File: config.mk
export PLATFORM = sky130hd
export DESIGN_NAME = pipeline_perf_counter
export DESIGN_NICKNAME = d
export VERILOG_FILES = /design/src/rtl/pipeline_perf_counter.sv
export SDC_FILE = /design/constraint.sdc
export NUM_CORES = 1
export LEC_CHECK = 0
export ABC_AREA = 0
export CAP_MARGIN = 15
export CORE_MARGIN = 1.5
export CORE_UTILIZATION = 45
export DETAILED_ROUTE_END_ITERATION = 10
export RECOVER_POWER = 50
export SYNTH_ARGS = -nofsm -noshare
export SYNTH_HDL_FRONTEND = slang
export SYNTH_SLANG_ARGS = --single-unit
File: constraint.sdc
create_clock -name clk_i -period 2.3 [get_ports clk_i]
set_clock_uncertainty 0.2 [all_clocks]
set_input_delay 0.46 -clock clk_i [delete_from_list [all_inputs] [get_ports clk_i]]
set_output_delay 0.46 -clock clk_i [all_outputs]
set_load 0.005 [all_outputs]
File: src/rtl/pipeline_perf_counter.sv
// Pipeline event counters: cycles, load-use stalls, flushes, retires.
// Live counters saturate; snapshot copies them to shadows for reading.
module pipeline_perf_counter #(
  parameter int WIDTH = 32
) (
  input  logic             clk_i,
  input  logic             rst_i,
  input  logic             start_i,
  input  logic             stall_i,
  input  logic             branch_i,
  input  logic             flush_i,
  input  logic             retire_i,
  input  logic             clear_i,
  input  logic             snap_i,
  input  logic             rd_req_i,
  input  logic [1:0]       rd_sel_i,
  output logic             rd_valid_o,
  output logic [WIDTH-1:0] rd_data_o,
  output logic [3:0]       ovf_o,
  output logic             run_o
);

  typedef enum logic {
    IDLE = 1'b0,
    RUN  = 1'b1
  } state_e;

  state_e state_q, state_d;

  logic [3:0][WIDTH-1:0] live_q, live_d;
  logic [3:0][WIDTH-1:0] shadow_q, shadow_d;
  logic [3:0]            ovf_q, ovf_d;
  logic [3:0]            inc;
  logic                  rd_valid_q, rd_valid_d;
  logic [WIDTH-1:0]      rd_data_q, rd_data_d;

  always_comb begin
    state_d = state_q;
    unique case (state_q)
      IDLE: if (start_i) state_d = RUN;
      RUN:  if (!start_i) state_d = IDLE;
    endcase
  end

  // A branch decode in ID masks the stall so it is not charged as load-use.
  always_comb begin
    inc = '0;
    if (state_q == RUN) begin
      inc = {retire_i, flush_i, stall_i & ~branch_i, 1'b1};
    end
  end

  always_comb begin
    live_d = live_q;
    ovf_d  = ovf_q;
    for (int n = 0; n < 4; n++) begin
      if (clear_i) begin
        live_d[n] = '0;
        ovf_d[n]  = 1'b0;
      end else if (inc[n]) begin
        if (&live_q[n]) begin
          ovf_d[n] = 1'b1;
        end else begin
          live_d[n] = live_q[n] + WIDTH'(1);
        end
      end
    end
  end

  // Reads see the shadow as it will be after this edge.
  always_comb begin
    shadow_d   = snap_i ? live_q : shadow_q;
    rd_valid_d = rd_req_i;
    rd_data_d  = rd_req_i ? shadow_d[rd_sel_i] : rd_data_q;
  end

  always_ff @(posedge clk_i or negedge rst_i) begin
    if (!rst_i) begin
      state_q    <= IDLE;
      live_q     <= '0;
      shadow_q   <= '0;
      ovf_q      <= '0;
      rd_valid_q <= 1'b0;
      rd_data_q  <= '0;
    end else begin
      state_q    <= state_d;
      live_q     <= live_d;
      shadow_q   <= shadow_d;
      ovf_q      <= ovf_d;
      rd_valid_q <= rd_valid_d;
      rd_data_q  <= rd_data_d;
    end
  end

  assign run_o      = (state_q == RUN);
  assign ovf_o      = ovf_q;
  assign rd_valid_o = rd_valid_q;
  assign rd_data_o  = rd_data_q;

endmodule

### Word-level counts from Yosys, hierarchy flattened

Index checks and enable logic that the tools add are counted.

* register bits after elaboration: 294
* bits of input ports: 12
* output and inout bits: 38

* add/sub/neg operators: 4
* order comparisons: 1
* equality and inequality tests: 4
* mux-type cells: 29
* bitwise gates (word level): 2
* reduce and logical (&&, ||, !) cells: 20

Operators with widths (number)
* 2-to-1 mux 32 bit: 13
* adder 32 x 1 -> 32 bit (second input constant): 4
* 2-to-1 mux 128 bit: 1
* AND reduction 32 bit: 4
* binary-select mux 32 bit (select 2 bit): 1
* AND reduction 2 bit: 8
* nonzero test 2 bit: 8
* 2-to-1 mux 1 bit: 13
* inequality test 2 bit (second input constant): 4
* 2-to-1 mux 4 bit: 1
* less-than comparator 2 x 3 -> 1 bit (second input constant): 1
* bitwise AND 1 bit: 1
* NOT 1 bit: 1

### Depth between registers and ports, before layout

Gate-level depths: netlist of the first run.

* word-level depth: 5
* depth in mapped cells: 8

### Least setup slack after synthesis of the first run

Ideal clock, no wire load.

* path kind: reg2reg
* from: reg state_q (netlist: run_o)
* to: reg live_q[23] in the netlist's numbering
* setup time: 125 ps
* arrival: 2215 ps
* data required time: 1975 ps
* slack: -240 ps
* stages on the path, launching flop included: 7
* buffers on the path: 1
* period minus slack after synthesis: 2540 ps
* cell sequence: dfrtp_1 > nand4_1 > or4b_1 > clkbuf_2 > or3_4 > a2111oi_2 > mux2_2

* cells in the longest elaborated chain, start to end: 3

RTL lines
* start, declared: line 28 `state_e state_q, state_d;`
* start signal, assigned: line 86 `state_q <= state_d;`
* 2-to-1 mux 4 bit: line 48 `if (state_q == RUN) begin`
* nonzero test 2 bit (no line)
* AND reduction 2 bit (no line)
* end signal, assigned: line 87 `live_q <= live_d;`
* end, declared: line 30 `logic [3:0][WIDTH-1:0] live_q, live_d;`

No other way between the ends.
A chain may end at the register's enable or synchronous reset.

### Worst setup path in the final report of the first run

* from: reg live_q[4] in the netlist's numbering
* to: reg live_q[23] in the netlist's numbering

* cells in the longest elaborated chain, start to end: 4

RTL lines
* adder 32 x 1 -> 32 bit: line 64 `live_d[n] = live_q[n] + WIDTH'(1);`
* 2-to-1 mux 32 bit: line 61 `if (&live_q[n]) begin`
* 2-to-1 mux 32 bit: line 60 `end else if (inc[n]) begin`
* 2-to-1 mux 32 bit: line 57 `if (clear_i) begin`

Parallel ways exist; a longest one is shown, timed or not. The select of a mux whose other input is x is not followed.

==> results of run 1 <==
==> critical path, cell delays in order (launching register included) <==
cell       delay, ns
dfrtp_1         0.37
nand3_2         0.12
or4b_4          0.55
or3_4           0.38
a2111oi_4       0.25
mux2_4          0.33
==> timing repair <==
item	in CTS	in global routing
endpoints found under the hold margin	44	0
buffers inserted	1	19
hold buffers	2	0
endpoints found under the setup margin	7	79
pin swaps	1	23
gates cloned	0	2
resized for setup	9	58
==> synth_stat cells, drive strengths merged (34+ instances only) <==
library cell  number
dfrtp            294
o31ai             34
a21oi            113
nand2             53
mux2             175
or4               40
mux2i             65
or3               47
o21ai             44
nand4             37
clkbuf            69
nor2              93
nand3             53
==> cells by family after synthesis <==
group / share of synthesized area
XOR/XNOR: 0.0146
AND/OR/NAND/NOR: 0.165
multiplexers: 0.182
buffers and inverters: 0.0244
adder cells (fa/ha/maj): 0.00348
flip-flops: 0.512
AO/OA/AOI/OAI: 0.0979
==> through the flow <==
stage	cell area, µm²	setup TNS [ns]	hold WS (ns)	instances
floorplan	14400	-0.0713	-0.0356	1318
global placement	16900	-7.79	0.209	1903
detailed placement	16900	-9.90	0.209	1903
CTS	18100	-0.0253	0.132	1967
global route	18500	-0.290	0.160	1987
finish	18500	-0.00754	0.148	1988
==> flip-flops by register name (all words and copies together), names as in the netlist <==
register    flops
rd_valid_o      1
shadow_q      128
rd_data_o      32
run_o           1
live_q        128
ovf_o           4
==> per-layer routing <==
metal | part of all wire | vias to the layer above | wire (µm) | global-route usage
met2 | 0.47 | 244 | 17800 | 0.371
met1 | 0.47 | 5733 | 17800 | 0.336
met3 | 0.039 | 43 | 1470 | 0.0339
met5 | 0 | - | 0 | 0
met4 | 0.017 | 0 | 658 | 0.0567
li1 | - | 5400 | - | -
==> area by class of cell <==
type | count | share of cell area
flip-flops and latches | 294 | 0.399
multi-input cells | 932 | 0.377
repair buffers | 281 | 0.130
clock buffers | 54 | 0.0590
well taps | 402 | 0.0272
clock inverters | 7 | 0.00461
inverters | 17 | 0.00346
diodes | 1 | 0.000136
==> report_power, final <==
part | internal (mW) | switching, mW | total (mW)
clock | 3.47 | 2.13 | 5.60
sequential | 5.23 | 0.0348 | 5.27
combinational | 0.281 | 0.380 | 0.662
==> cells in the final DEF (no fill, tap or decap), types with 17 or more instances in the layout <==
| cell | Yosys | routed |
|---|---|---|
| a21oi_1 | 113 | 110 |
| buf_4 | 0 | 204 |
| clkbuf_16 | 0 | 37 |
| clkdlybuf4s50_1 | 0 | 42 |
| dfrtp_1 | 294 | 293 |
| inv_1 | 17 | 17 |
| mux2_1 | 0 | 71 |
| mux2_2 | 175 | 103 |
| mux2i_1 | 65 | 65 |
| nand2_1 | 53 | 51 |
| nand3_1 | 52 | 50 |
| nand4_1 | 37 | 37 |
| nor2_1 | 93 | 93 |
| nor3_1 | 28 | 17 |
| o21ai_0 | 42 | 40 |
| o31ai_1 | 33 | 33 |
| or3_1 | 46 | 43 |
| or4_1 | 39 | 37 |
| xnor2_1 | 19 | 19 |
==> worst min-delay path by stage <==
stage,from,slack (ns),to
final,clear_i,0.15,live_q[88]
after global routing,clear_i,0.16,live_q[86]
after CTS,clear_i,0.13,live_q[80]
after detailed placement,rst_i,0.21,shadow_q[101]
after global placement,rst_i,0.21,shadow_q[101]
after floorplan,rst_i,-0.04,live_q[0]
==> impl_metrics.env, run 1 <==
export IMPL_power_density_nw_per_um2=624
export IMPL_ant_nets=0
export IMPL_cts_tree="built"
export IMPL_path_clk_slew_ns=0.06
export IMPL_cts_made_buffers=35
export IMPL_hpwl_um=26400
export IMPL_leakage_nw=8.20
export IMPL_utilization=0.587
export IMPL_antenna_found_initial=1
export IMPL_grtUsageTotal=0.233
export IMPL_max_vdd_ir_drop_mv=0.445
export IMPL_ys_types=60
export IMPL_fin_crit_sh=1.00
export IMPL_cts_root_buf="clkbuf_16"
export IMPL_whs_path_depth=2
export IMPL_max_slew_margin=0.339
export IMPL_worst_ep_arrival_time_ns=2.49
export IMPL_synth_warnings=0
export IMPL_multi_input_area_um2=6950
export IMPL_setup_viol=1
export IMPL_first_pass_iters=5
export IMPL_violations="negative setup slack"
export IMPL_drtIter0Drc=845
export IMPL_vias_per_cell=5.74
export IMPL_routabilityCongestion=0.848
export IMPL_wl_um=37800
export IMPL_worst_slack_ns=-0.00754
export IMPL_drv_slew=0
export IMPL_num_io_pins=50
export IMPL_hold_path_class="input port to flip-flop"
export IMPL_fmax_ghz=0.433
export IMPL_syn_area_um2=14400
export IMPL_grt_pass1_vias=11600
export IMPL_die_width_um=182
export IMPL_cts_max_level=2
export IMPL_cts_buffer_depth=3
export IMPL_synth_edf_count=0
export IMPL_ys_seq_area_frac=0.512
export IMPL_die_y_um=182
export IMPL_nets=1577
export IMPL_synth_top_area_cell="dfrtp_1"
export IMPL_status="complete, but fails checks"
export IMPL_crit_path_start_kind="flip-flop"
export IMPL_syn_nets=1334
export IMPL_clock_sinks=294
export IMPL_worst_pin_slew_ns=0.992
export IMPL_finalPower_mw=11.5
export IMPL_initial_core_util=0.456
export IMPL_async_reset_ff_frac=1.00
export IMPL_fillCellCount=2660
export IMPL_synth_area_leaders="dfrtp_1 (51%), mux2_2 (14%), mux2i_1 (4.5%)"
export IMPL_grt_pass1_wl_um=61700
export IMPL_avgSynthCellArea_um2=10.9
export IMPL_fp_dieArea_um2=33000
export IMPL_rrSetupSlack_ns=-0.008
export IMPL_drc=0
export IMPL_routed_via_count=11400
export IMPL_r2r_cells=5
export IMPL_required_ns=2.49
export IMPL_ys_ff_latch=294
export IMPL_cp_max_fo=4
export IMPL_r2r_start="live_q[4]"
export IMPL_cap_violations=0
export IMPL_crit_start="live_q[4]"
export IMPL_wl_per_cell_um=19.0
export IMPL_rsz0062_at_grt="yes"
export IMPL_worstSkewPairLatency_ns=0.51
export IMPL_rr_endpoint="live_q[23]"
export IMPL_grt_overflow=0
export IMPL_grt_max_degree=62
export IMPL_register_area_um2=7360
export IMPL_worst_setup_path_type="flip-flop to flip-flop"
export IMPL_io_buffer_count=49
export IMPL_crit_path_end_kind="flip-flop"
export IMPL_area_growth_pct=28.5
export IMPL_postSynthCellCount=1318
export IMPL_ys_flop_type="dfrtp_1"
export IMPL_crit_end="live_q[23]"
export IMPL_rows=65
export IMPL_synth_top_area_share=0.512
export IMPL_fp_coreArea_um2=31500
export IMPL_place_ws_ns=-0.302
export IMPL_min_period_ns=2.31
export IMPL_drive_gt1_frac=0.282
export IMPL_finalHoldViolations=0
Note: power is estimated with default switching activity, not from simulation.
==> run 2, diff against run 1 <==
CAP_MARGIN = default   (was 15)
CORE_MARGIN = 2   (was 1.5)
PLACE_DENSITY_LB_ADDON = 0.1   (was default)
==> run 2 against run 1 <==
The run still ends with negative setup slack left. Power is 2.9% lower. Sequential power is essentially flat. Core utilization increased by 0.17 points. Sequential cell count unchanged. Cell count up 1.0%. Non-clock buffer count grew 23. First-iteration DRC count down 9.2%. Design area up 0.30%. Maximum frequency down 3.1%. Worst setup slack lost 0.075 ns. Worst hold slack improved by 0.12 ns. Critical path type unchanged. Critical endpoint unchanged. Largest cell class unchanged. Largest power group is now registers.
==> impl_metrics.env, run 2 (synthesis results as in run 1) <==
export IMPL_cts_root_buf="clkbuf_16"
export IMPL_cts_max_level=2
export IMPL_rsz0062_at_grt="yes"
export IMPL_final_common_cell="dfrtp_1"
export IMPL_routabilityCongestion=0.843
export IMPL_die_y_um=183
export IMPL_hold_path_class="input port to flip-flop"
export IMPL_hp_start="clear_i"
export IMPL_fmax_ghz=0.420
export IMPL_max_vdd_ir_drop_mv=0.429
export IMPL_leakage_nw=8.23
export IMPL_rows=65
export IMPL_drc=0
export IMPL_finalPower_mw=11.2
export IMPL_cp_max_fo=4
export IMPL_wl_per_cell_um=19.2
export IMPL_max_slew_margin=0.104
export IMPL_crit_path_end_kind="flip-flop"
export IMPL_ant_nets=0
export IMPL_cts_buffer_depth=3
export IMPL_drive_gt1_frac=0.282
export IMPL_clock_sinks=294
export IMPL_fillCellCount=2709
export IMPL_cts_tree="built"
export IMPL_drtIter0Drc=767
export IMPL_initial_core_util=0.456
export IMPL_antenna_found_initial=0
export IMPL_crit_path_start_kind="flip-flop"
export IMPL_place_ws_ns=-0.330
export IMPL_crit_end="live_q[23]"
export IMPL_required_ns=2.49
export IMPL_fp_dieArea_um2=33400
export IMPL_path_clk_slew_ns=0.06
export IMPL_nets=1600
export IMPL_grt_pass1_vias=11500
export IMPL_vias_per_cell=5.72
export IMPL_io_buffer_count=49
export IMPL_worst_setup_path_type="flip-flop to flip-flop"
export IMPL_die_width_um=183
export IMPL_worstSkewPairLatency_ns=0.51
export IMPL_worst_pin_slew_ns=1.34
export IMPL_fp_coreArea_um2=31500
export IMPL_routed_via_count=11500
export IMPL_status="complete, but fails checks"
export IMPL_grt_pass1_wl_um=62200
export IMPL_setup_viol=5
export IMPL_worst_slack_ns=-0.0823
export IMPL_finalHoldViolations=0
export IMPL_fin_crit_sh=1.04
export IMPL_antenna_cells=0
export IMPL_rrSetupSlack_ns=-0.08
export IMPL_first_pass_iters=5
export IMPL_cts_made_buffers=35
export IMPL_timing_hold_ws_ns=0.265
export IMPL_crit_start="live_q[0]"
export IMPL_cap_violations=0
export IMPL_rr_endpoint="live_q[23]"
export IMPL_area_growth_pct=28.9
export IMPL_worst_ep_arrival_time_ns=2.58
export IMPL_wl_um=38500
export IMPL_grtUsageTotal=0.234
export IMPL_hpwl_um=27300
export IMPL_grt_overflow=0
export IMPL_r2r_cells=5
export IMPL_num_io_pins=50
export IMPL_layout_common_cells="dfrtp_1 (292), buf_4 (215), a21oi_1 (107)"
export IMPL_grt_max_degree=59
export IMPL_drv_slew=0
export IMPL_min_period_ns=2.38
export IMPL_r2r_start="live_q[0]"
export IMPL_violations="negative setup slack"
export IMPL_power_density_nw_per_um2=605
## run 2: metal layers
layer	up-vias	global-route usage	share of wire
met3	66	0.0347	0.043
met5	-	0	0
met4	0	0.0613	0.023
li1	5442	-	-
met2	240	0.366	0.46
met1	5747	0.342	0.48
## run 2: worst min path at each step
stage	end	cells after the start
after floorplan	live_q[0]	0
after global placement	live_q[101]	1
after detailed placement	live_q[100]	1
after CTS	rd_valid_o	1
after global routing	live_q[80]	2
final	live_q[118]	2
## run 2: layout make-up
type                       instances  area (µm²)  share of cell area
clock buffer                      51        1010              0.0545
clock inverter                     8        67.6             0.00365
inverter                          17        63.8             0.00345
multi-input combinational        932        6980               0.377
sequential                       294        7360               0.397
tap                              402         503              0.0272
timing repair buffer             304        2540               0.137
## run 2: stage by stage
step	cell area (µm²)	std cells	TNS (ns)	util
2_1_floorplan	14400	1318	-0.0713	-
3_3_place_gp	17000	1923	-9.13	0.541
3_5_place_dp	17000	1923	-11.61	0.541
4_1_cts	18200	1987	-0.0498	0.578
5_1_grt	18500	2008	-1.56	0.588
6_report	18500	2008	-0.139	0.588
## run 2: timing repair
item	in CTS	in global routing
endpoints found under the setup margin	23	97
endpoints found under the hold margin	41	0
gates resized for setup	8	69
hold buffers	1	0
pin swaps	2	22
setup buffers	4	19
cloned	0	2
## run 2: critical path, stage by stage, from the launching register on
cell	delay (ns)
dfrtp_1	0.40
and3_1	0.22
or4b_4	0.50
or3_4	0.38
a2111oi_4	0.24
mux2_4	0.33
## run 2: report_power, final
| group | internal (mW) | switching, mW |
|---|---|---|
| logic | 0.287 | 0.384 |
| registers | 5.23 | 0.0376 |
| clock network | 3.14 | 2.11 |
| total | 8.66 | 2.53 |
